===== config.mk =====
export PLATFORM = sky130hd
export DESIGN_NAME = alu_result_fifo
export DESIGN_NICKNAME = d
export VERILOG_FILES = /design/src/rtl/alu_result_fifo.sv
export SDC_FILE = /design/constraint.sdc
export NUM_CORES = 1
export LEC_CHECK = 0
export ABC_AREA = 1
export CAP_MARGIN = 5
export CORE_ASPECT_RATIO = 1.5
export CORE_MARGIN = 2
export CORE_UTILIZATION = 55
export CTS_BUF_LIST = sky130_fd_sc_hd__clkbuf_4 sky130_fd_sc_hd__clkbuf_8
export DETAILED_ROUTE_END_ITERATION = 7
export PLACE_DENSITY = 0.79
export SLEW_MARGIN = 25
export SYNTH_ARGS = -nofsm -noshare
export SYNTH_HDL_FRONTEND = slang
export SYNTH_SLANG_ARGS = --single-unit

===== constraint.sdc =====
create_clock -name clk -period 2.9 [get_ports clk]
set_input_delay 0.58 -clock clk [delete_from_list [all_inputs] [get_ports clk]]
set_output_delay 0.58 -clock clk [all_outputs]
set_load 0.05 [all_outputs]

===== src/rtl/alu_result_fifo.sv =====
// ALU result FIFO: buffers {carry, result} pairs from a non-stallable ALU, dropping on full with a sticky flag.
// Optional ALU_RES_STATS_EN adds saturating push/drop statistics counters.
module alu_result_fifo #(
    parameter int WIDTH = 8,
    parameter int DEPTH = 8
) (
    input  logic                       clk,
    input  logic                       rst,
    input  logic                       in_valid,
    input  logic [WIDTH-1:0]           in_res,
    input  logic                       in_carry,
    output logic                       out_valid,
    input  logic                       out_ready,
    output logic [WIDTH-1:0]           out_res,
    output logic                       out_carry,
    output logic [$clog2(DEPTH):0]     count,
    output logic                       full,
    output logic                       empty,
    output logic                       overflow,
    input  logic                       clr_ovf
`ifdef ALU_RES_STATS_EN
    ,
    output logic [15:0]                stat_wr_cnt,
    output logic [15:0]                stat_drop_cnt
`endif
);

    localparam int AW = $clog2(DEPTH);
    localparam int CW = AW + 1;

    logic [WIDTH:0]  r_mem [DEPTH];
    logic [AW-1:0]   r_head;
    logic [AW-1:0]   r_tail;
    logic [CW-1:0]   r_count;
    logic            r_full;
    logic            r_empty;
    logic            r_ovf;

    logic            w_pop;
    logic            w_push;
    logic            w_drop;
    logic [CW-1:0]   w_count_nxt;
    logic [WIDTH:0]  w_head;

    // Handshake decode and next occupancy; a pop frees a slot for a push on the same edge.
    always_comb begin
        w_pop       = !r_empty && out_ready;
        w_push      = in_valid && (!r_full || w_pop);
        w_drop      = in_valid && r_full && !w_pop;
        w_count_nxt = r_count;
        case ({w_push, w_pop})
            2'b10:   w_count_nxt = r_count + CW'(1);
            2'b01:   w_count_nxt = r_count - CW'(1);
            default: w_count_nxt = r_count;
        endcase
    end

    // Pointers, occupancy and status flags.
    always_ff @(posedge clk) begin
        if (rst) begin
            r_head  <= {AW{1'b0}};
            r_tail  <= {AW{1'b0}};
            r_count <= {CW{1'b0}};
            r_full  <= 1'b0;
            r_empty <= 1'b1;
        end else begin
            if (w_pop) begin
                r_head <= r_head + AW'(1);
            end else begin
                r_head <= r_head;
            end
            if (w_push) begin
                r_tail <= r_tail + AW'(1);
            end else begin
                r_tail <= r_tail;
            end
            r_count <= w_count_nxt;
            r_full  <= (w_count_nxt == CW'(DEPTH));
            r_empty <= (w_count_nxt == {CW{1'b0}});
        end
    end

    // Storage array, intentionally left unreset.
    always_ff @(posedge clk) begin
        if (!rst && w_push) begin
            r_mem[r_tail] <= {in_carry, in_res};
        end
    end

    // Sticky overflow: a drop on the same edge beats a clear.
    always_ff @(posedge clk) begin
        if (rst) begin
            r_ovf <= 1'b0;
        end else if (w_drop) begin
            r_ovf <= 1'b1;
        end else if (clr_ovf) begin
            r_ovf <= 1'b0;
        end else begin
            r_ovf <= r_ovf;
        end
    end

`ifdef ALU_RES_STATS_EN
    logic [15:0] r_wr_cnt;
    logic [15:0] r_drop_cnt;

    // Saturating event counters, cleared only by reset.
    always_ff @(posedge clk) begin
        if (rst) begin
            r_wr_cnt   <= 16'd0;
            r_drop_cnt <= 16'd0;
        end else begin
            if (w_push && (r_wr_cnt != 16'hFFFF)) begin
                r_wr_cnt <= r_wr_cnt + 16'd1;
            end else begin
                r_wr_cnt <= r_wr_cnt;
            end
            if (w_drop && (r_drop_cnt != 16'hFFFF)) begin
                r_drop_cnt <= r_drop_cnt + 16'd1;
            end else begin
                r_drop_cnt <= r_drop_cnt;
            end
        end
    end

    assign stat_wr_cnt   = r_wr_cnt;
    assign stat_drop_cnt = r_drop_cnt;
`endif

    assign w_head    = r_mem[r_head];
    assign out_valid = !r_empty;
    assign out_res   = r_empty ? {WIDTH{1'b0}} : w_head[WIDTH-1:0];
    assign out_carry = r_empty ? 1'b0 : w_head[WIDTH];
    assign count     = r_count;
    assign full      = r_full;
    assign empty     = r_empty;
    assign overflow  = r_ovf;

endmodule

## After elaboration in Yosys (flattened, before gate mapping)

Memory sizes are Yosys's and may differ from the RTL's. A register that Yosys moved wholly into a read port is not among the register bits.
Cells that the tools add are included.

| cells by class | value |
|---|---|
| add/subtract/negate cells | 4 |
| $mul | 0 |
| divide/modulo/power cells | 0 |
| order comparisons | 0 |
| equality and inequality tests | 3 |
| shifts and indexed selects | 0 |
| muxes and demuxes | 9 |
| bitwise gates (word level) | 0 |
| reduce and logical (&&, ||, !) cells | 12 |

Operators by type and width:

| cell | number |
|---|---|
| two-way mux 8 bit | 1 |
| one-hot mux 4 bit (2 select lines) | 1 |
| adder 3 x 1 -> 3 bit, second input constant | 2 |
| two-way mux 3 bit | 2 |
| logical AND 1 bit | 5 |
| two-way mux 1 bit | 5 |
| adder 4 x 1 -> 4 bit, second input constant | 1 |
| equality test 4 bit, second input constant | 1 |
| zero test 1 bit | 4 |
| zero test 4 bit | 1 |
| subtractor 4 x 1 -> 4 bit, second input constant | 1 |
| equality test 2 x 1 -> 1 bit, second input constant | 1 |
| equality test 2 bit, second input constant | 1 |
| nonzero test 2 bit | 1 |
| logical OR 1 bit | 1 |

| word-level totals | value |
|---|---|
| register bits | 13 |
| bits in latches | 0 |
| bits in writable memories | 72 |
| bits in read-only memories | 0 |
| input bits | 14 |
| word-level logic and storage cells | 35 |
| memories kept | 1 |

Memory list:

| memory | depth | bits a word | rd ports | clocked after memory_dff | wr ports | RTL line | text |
|---|---|---|---|---|---|---|---|
| r_mem | 8 | 9 | 1 | 1 | 1 | 31 | `logic [WIDTH:0] r_mem [DEPTH];` |

## Longest topological paths before layout

Gate-level depths: netlist (run 1).

| depth | value |
|---|---|
| depth in word-level cells | 7 |
| mapped depth | 16 |
| mapped depth without buffers | 16 |

## Worst setup path before layout (run 1)

No wires, ideal clock.

| path | value |
|---|---|
| path kind | flip-flop to output port |
| start point | register r_empty, in the netlist empty |
| end point | output port out_carry |
| arrival | 1,687 ps |
| setup slack | 633 ps |
| cell stages (with the launch flop) | 5 |
| buffers on the path | 1 |
| cells stage by stage | dfxtp_1 -> inv_2 -> buf_2 -> o21ai_1 -> nor2_1 |

| between the ends | value |
|---|---|
| cells in the longest elaborated chain, start to end | 1 |

RTL lines:

| item | RTL line | text |
|---|---|---|
| start: declaration | 36 | `logic r_empty;` |
| start signal: assignment | 79 | `r_empty <= (w_count_nxt == {CW{1'b0}});` |
| two-way mux 1 bit | 133 | `assign out_carry = r_empty ? 1'b0 : w_head[WIDTH];` |
| end: declaration | 15 | `output logic out_carry,` |

No other way between the ends.

==> results.json, run 1 <==
{
  "r2r_slack_ns": 0.67,
  "syn_nets": 332,
  "yosysMostFrequentCell": "edfxtp_1",
  "rows": 36,
  "die_area_um2": 7260,
  "post_cts_buffers": 0,
  "viasPerCell": 5.48,
  "min_period_ns": 2.55,
  "cts-root-buf": "clkbuf_8",
  "ctsHoldBuffers": 0,
  "cts.sink_count": 88,
  "grt_pass1_vias": 2427,
  "status": "finished clean",
  "path_buf_inv": 3,
  "crit_arrival_ns": 1.97,
  "power.switching_w": 0.00132,
  "clkPwrFrac": 0.230,
  "powerDensity_nw_per_um2": 873,
  "n_fill_cell": 491,
  "drv_slew": 0,
  "routed_wl_um": 6870,
  "synth_edf_count": 72,
  "fin_area_um2": 4180,
  "drc_errors": 0,
  "grt_use_total": 0.204,
  "gp_congestion": 0.752,
  "synth_commonest_cells": "edfxtp_1, nor2_1, o21ai_0, o21ai_1, nand2_1",
  "ant_nets": 0,
  "grt_max_degree": 38,
  "avgSynthCellArea_um2": 11.6,
  "cp.required_ns": 2.32,
  "utilization": 0.649,
  "htree_levels": 3,
  "dpl_cell_area_um2": 3980,
  "worst_clock_skew_ns": 0.00728,
  "finalSetupViolations": 0,
  "synthCells": 313,
  "path_cells": "buf_4, inv_4, o21ai_0, o21ai_1, o21ai_1, nor2_1, buf_4",
  "postCtsResizedCells": 0,
  "pre_cts_slack_ns": 0.175,
  "clk_latency_ns": 0.34,
  "cp-start-kind": "flop",
  "combPwrFrac": 0.353,
  "ys_ff_latch": 88,
  "cpPeakStageDelay_ns": 0.38,
  "reg2reg_to": "empty",
  "core_um2": 6440,
  "cts_made_buffers": 9,
  "path_delay_family": "buffers and inverters",
  "synth_async_sr_flop_share": 0,
  "min_path_cells": 2,
  "finalSetupTns_ns": 0,
  "hpwlAfterDp_um": 4520,
  "hold_violations": 0,
  "antenna_found_initial": 0,
  "drt_iter0_markers": 296,
  "cts_tree": "yes",
  "yosysTopAreaCellShare": 0.597,
  "tightest_slew_ns": 0.506,
  "rsz0062_at_grt": "false",
  "drt-pass1-iter-count": 4,
  "chipHeight_um": 103,
  "ios": 31,
  "cap_violations": 0,
  "slew_headroom": 0.662,
  "path_depth": 7,
  "fin_crit_sh": 0.880,
  "holdWs_ns": 0.469,
  "syn_to_final_growth_pct": 15.4,
  "synth_cell_types": 25,
  "start_util": 0.562,
  "clock_path_buffers": 2,
  "cpMaxStageDelayCell": "buf_4",
  "numPortBuffers": 30,
  "yosys_warnings": 0,
  "peakVddDrop_uv": 664,
  "reg2reg_from": "empty",
  "grt_pass1_wl_um": 11100,
  "dieWidth_um": 70.3,
  "r2r_cells": 15,
  "diodes": 0,
  "drive_above_1_share": 0.115,
  "intPower_w": 0.00233,
  "seqPwrFrac": 0.417,
  "hp-start": "r_head[2]",
  "gr-total-overflow": 0,
  "p_leak_nw": 1.52,
  "routedWlPerCell_um": 15.9,
  "fin_ws_ns": 0.349,
  "synth_flop_cell": "edfxtp_1",
  "clk_pin_slew_ns": 0.07,
  "netSwitchingFraction": 0.362,
  "hold_path.class": "flop to flop",
  "vias": 2375,
  "end_kind": "output pin",
  "netlist_area_um2": 3620,
  "fmax_mhz": 392,
  "layout.nets": 371,
  "ys_seq_area_frac": 0.685,
  "synth_top_cell_by_area": "edfxtp_1",
  "critical_path.max_fanout": 37,
  "criticalPathCategory": "flop to output pin",
  "synth_area_leaders": "edfxtp_1, dfxtp_1, nor2_1"
}
## kinds of logic after synthesis
| group | Yosys count | synth area share |
|---|---|---|
| XOR/XNOR | 3 | 0.00726 |
| adder cells (fa/ha/maj) | 5 | 0.0173 |
| AO/OA/AOI/OAI | 66 | 0.0943 |
| buffers and inverters | 33 | 0.0497 |
| multiplexers | 9 | 0.0249 |
| AND/OR/NAND/NOR | 109 | 0.121 |
| flip-flops | 88 | 0.685 |
## layer usage
layer,track usage,part of all wire,vias up,wire (µm)
li1,-,-,1169,-
met1,0.229,0.39,1129,2670
met2,0.358,0.55,73,3790
met3,0.0426,0.049,4,338
met4,0.123,0.010,0,70
met5,0,0,-,0
## registers in the layout, indices dropped and copies added (netlist names), named ones only
| name | cells |
|---|---|
| r_tail | 3 |
| r_head | 3 |
| full | 1 |
| r_mem | 72 |
| overflow | 1 |
| empty | 1 |
| count | 4 |
## power groups by stage
stage,logic [W],registers [W],clock network [W]
detailed placement,0.00129,0.00155,0
CTS,0.00130,0.00152,0.000863
floorplan,0.000851,0.00167,0
global route,0.00140,0.00153,0.000906
global placement,0.00126,0.00155,0
finish,0.00129,0.00152,0.000840
## how the worst max path moves through the flow
stage | slack [ns] | start | endpoint
3_5_place_dp | 0.17 | out_ready | empty
5_1_grt | 0.18 | flop | out_res[7]
2_1_floorplan | 0.63 | empty | out_carry
3_3_place_gp | 0.30 | out_ready | empty
6_report | 0.35 | flop | out_res[2]
4_1_cts | 0.31 | flop | out_carry
## worst register-to-register path, delay by kind of cell, from the launching register on
kind | cells | cell delay [ns]
simple gates | 10 | 1.01
flops | 1 | 0.33
buf+inv | 2 | 0.23
compound gates | 1 | 0.15
fa+ha+maj | 2 | 0.44
## cell type report
type                            count  area [µm²]  share of cell area
Tap cell                           76        95.1              0.0227
Timing Repair Buffer               41         360              0.0862
Inverter                           20        77.6              0.0186
Multi-Input combinational cell    192         960               0.230
Clock buffer                       13         166              0.0398
Clock inverter                      3        40.0             0.00958
Sequential cell                    88        2480               0.594
## cell usage in the layout (no fill, tap or decap), types with 11 or more instances in the layout
master           instances
clkbuf_8                11
dfxtp_1                 16
edfxtp_1                72
nand2_1                 22
o21ai_1                 25
clkdlybuf4s50_1         21
inv_1                   18
nor2_1                  69
buf_4                   20
o21ai_0                 25
## metrics by stage
stage | cells | total power (W)
finish | 433 | 0.00365
global route | 433 | 0.00384
CTS | 433 | 0.00368
detailed placement | 417 | 0.00284
global placement | 417 | 0.00280
floorplan | 313 | 0.00252
(Power assumes the default switching activity.)
==> run 2: changes to the inputs <==
Settings changed: GPL_TIMING_DRIVEN set to 0, TNS_END_PERCENT set to 30.
==> results.json, run 2 (synthesis results as in run 1) <==
{
  "clk_pin_slew_ns": 0.08,
  "end_kind": "output pin",
  "holdWs_ns": 0.471,
  "grt_pass1_wl_um": 11400,
  "hpwlAfterDp_um": 4890,
  "worst_clock_skew_ns": 0.0107,
  "cts.sink_count": 88,
  "clock_path_buffers": 2,
  "routedWlPerCell_um": 16.6,
  "use_met1": 0.235,
  "cpMaxStageDelayCell": "dlygate4sd2_1",
  "cap_violations": 0,
  "post_cts_buffers": 0,
  "grt_use_total": 0.215,
  "syn_to_final_growth_pct": 16.8,
  "final_cell_mix": "edfxtp_1, nor2_1, o21ai_1, o21ai_0, nand2_1",
  "drc_errors": 0,
  "cp_common_cell": "nor2_1",
  "htree_levels": 3,
  "grtUsageMet2": 0.375,
  "numPortBuffers": 29,
  "drt-pass1-iter-count": 4,
  "cts_tree": "yes",
  "critical_path.max_fanout": 10,
  "die_area_um2": 7260,
  "drive_above_1_share": 0.101,
  "cts-root-buf": "clkbuf_8",
  "grtUsageMet3": 0.0436,
  "final_common_cell": "edfxtp_1",
  "fin_crit_sh": 0.932,
  "path_delay_family": "buffers and inverters",
  "ios": 31,
  "powerDensity_nw_per_um2": 890,
  "path_cells": "buf_4, buf_2, o21ai_0, o22ai_1, nor2_1, nor2_1, dlygate4sd2_1",
  "grt.busiest_layer": "met2",
  "fmax_mhz": 370,
  "hold_path.class": "flop to flop",
  "routed_wl_um": 7200,
  "chipHeight_um": 103,
  "cp.required_ns": 2.32,
  "ant_nets": 0,
  "top_register": "r_mem",
  "rows": 36,
  "status": "finished clean",
  "peakVddDrop_uv": 792,
  "path_buf_inv": 3,
  "tightest_slew_ns": 0.851,
  "min_period_ns": 2.70,
  "grt_pass1_vias": 2427,
  "grt_max_degree": 15,
  "gp_congestion": 0.893,
  "hold_violations": 0,
  "slew_headroom": 0.430,
  "crit_arrival_ns": 2.12,
  "cpPeakStageDelay_ns": 0.54,
  "start_util": 0.562,
  "core_um2": 6440,
  "cp-start-kind": "flop",
  "diodes": 0,
  "gr-total-overflow": 0,
  "viasPerCell": 5.54,
  "dieWidth_um": 70.3,
  "p_leak_nw": 1.55,
  "clk_latency_ns": 0.36,
  "finalSetupViolations": 0,
  "rsz0062_at_grt": "false",
  "cts_made_buffers": 9,
  "drt_iter0_markers": 207,
  "utilization": 0.657,
  "criticalPathCategory": "flop to output pin",
  "largest_register_ff_count": 72,
  "layout.nets": 372,
  "drv_slew": 0,
  "vias": 2400,
  "antenna_found_initial": 0
}
-- run 2: path summary, 6_finish.rpt --
path / from / end / slack, ns / cells past startpoint
hold / removal: overflow / overflow / 0.47 / 2
setup reg to reg: empty / empty / 0.84 / 16
hold reg to reg: overflow / overflow / 0.47 / 2
setup / recovery: flop / out_res[1] / 0.20 / 7
-- run 2: through the flow --
| step | total power [W] | setup TNS, ns | instance area [µm²] | worst slack, ns | std cells |
|---|---|---|---|---|---|
| after detailed placement | 0.00294 | 0 | 4030 | 0.197 | 418 |
| after CTS | 0.00378 | 0 | 4230 | 0.00934 | 433 |
| final | 0.00376 | 0 | 4230 | 0.196 | 433 |
| after floorplan | 0.00252 | 0 | 3620 | 0.633 | 313 |
| after global routing | 0.00395 | 0 | 4230 | 0.0572 | 433 |
| after global placement | 0.00290 | -3.31 | 4010 | -0.116 | 418 |
-- run 2: cell type report --
class | count | area (µm²)
tap | 76 | 95.1
multi-input combinational | 192 | 980
inverter | 20 | 77.6
sequential | 88 | 2480
fill | 460 | 2210
timing repair buffer | 29 | 283
clock inverter | 6 | 85.1
buffer | 13 | 103
clock buffer | 9 | 124
-- run 2: worst reg2reg max path: stages (launching register included) --
cell	delay (ns)
dfxtp_1	0.35
inv_2	0.06
nand2_2	0.09
nand2_1	0.07
nand2_2	0.15
ha_1	0.25
nand2_1	0.07
inv_1	0.09
nor2_2	0.05
ha_1	0.17
a21oi_1	0.15
nand2b_1	0.12
nand3_1	0.08
nand3_1	0.12
nand2_1	0.07
nand2_1	0.07
inv_1	0.03
-- run 2: repair_timing --
action	in CTS	in global routing
hold endpoints to repair	0	0
hold buffers	0	0
endpoints found under the setup margin	8	1
resized for setup	8	1
-- run 2: metal layers --
layer	vias to the layer above	routed length, µm
met3	16	400
met1	1141	2720
met5	-	0
li1	1168	-
met4	0	254
met2	75	3820
-- run 2: power breakdown --
| part | internal [W] | switching [W] |
|---|---|---|
| clock network | 0.000477 | 0.000407 |
| registers | 0.00146 | 0.0000618 |
| logic | 0.000443 | 0.000916 |
| total | 0.00238 | 0.00139 |
==> run 3: changes to the inputs <==
Settings changed: CTS_CLUSTER_DIAMETER set to 150.
==> results of run 3 <==
Final layout, timing and power as in run 2 (identical DEF).
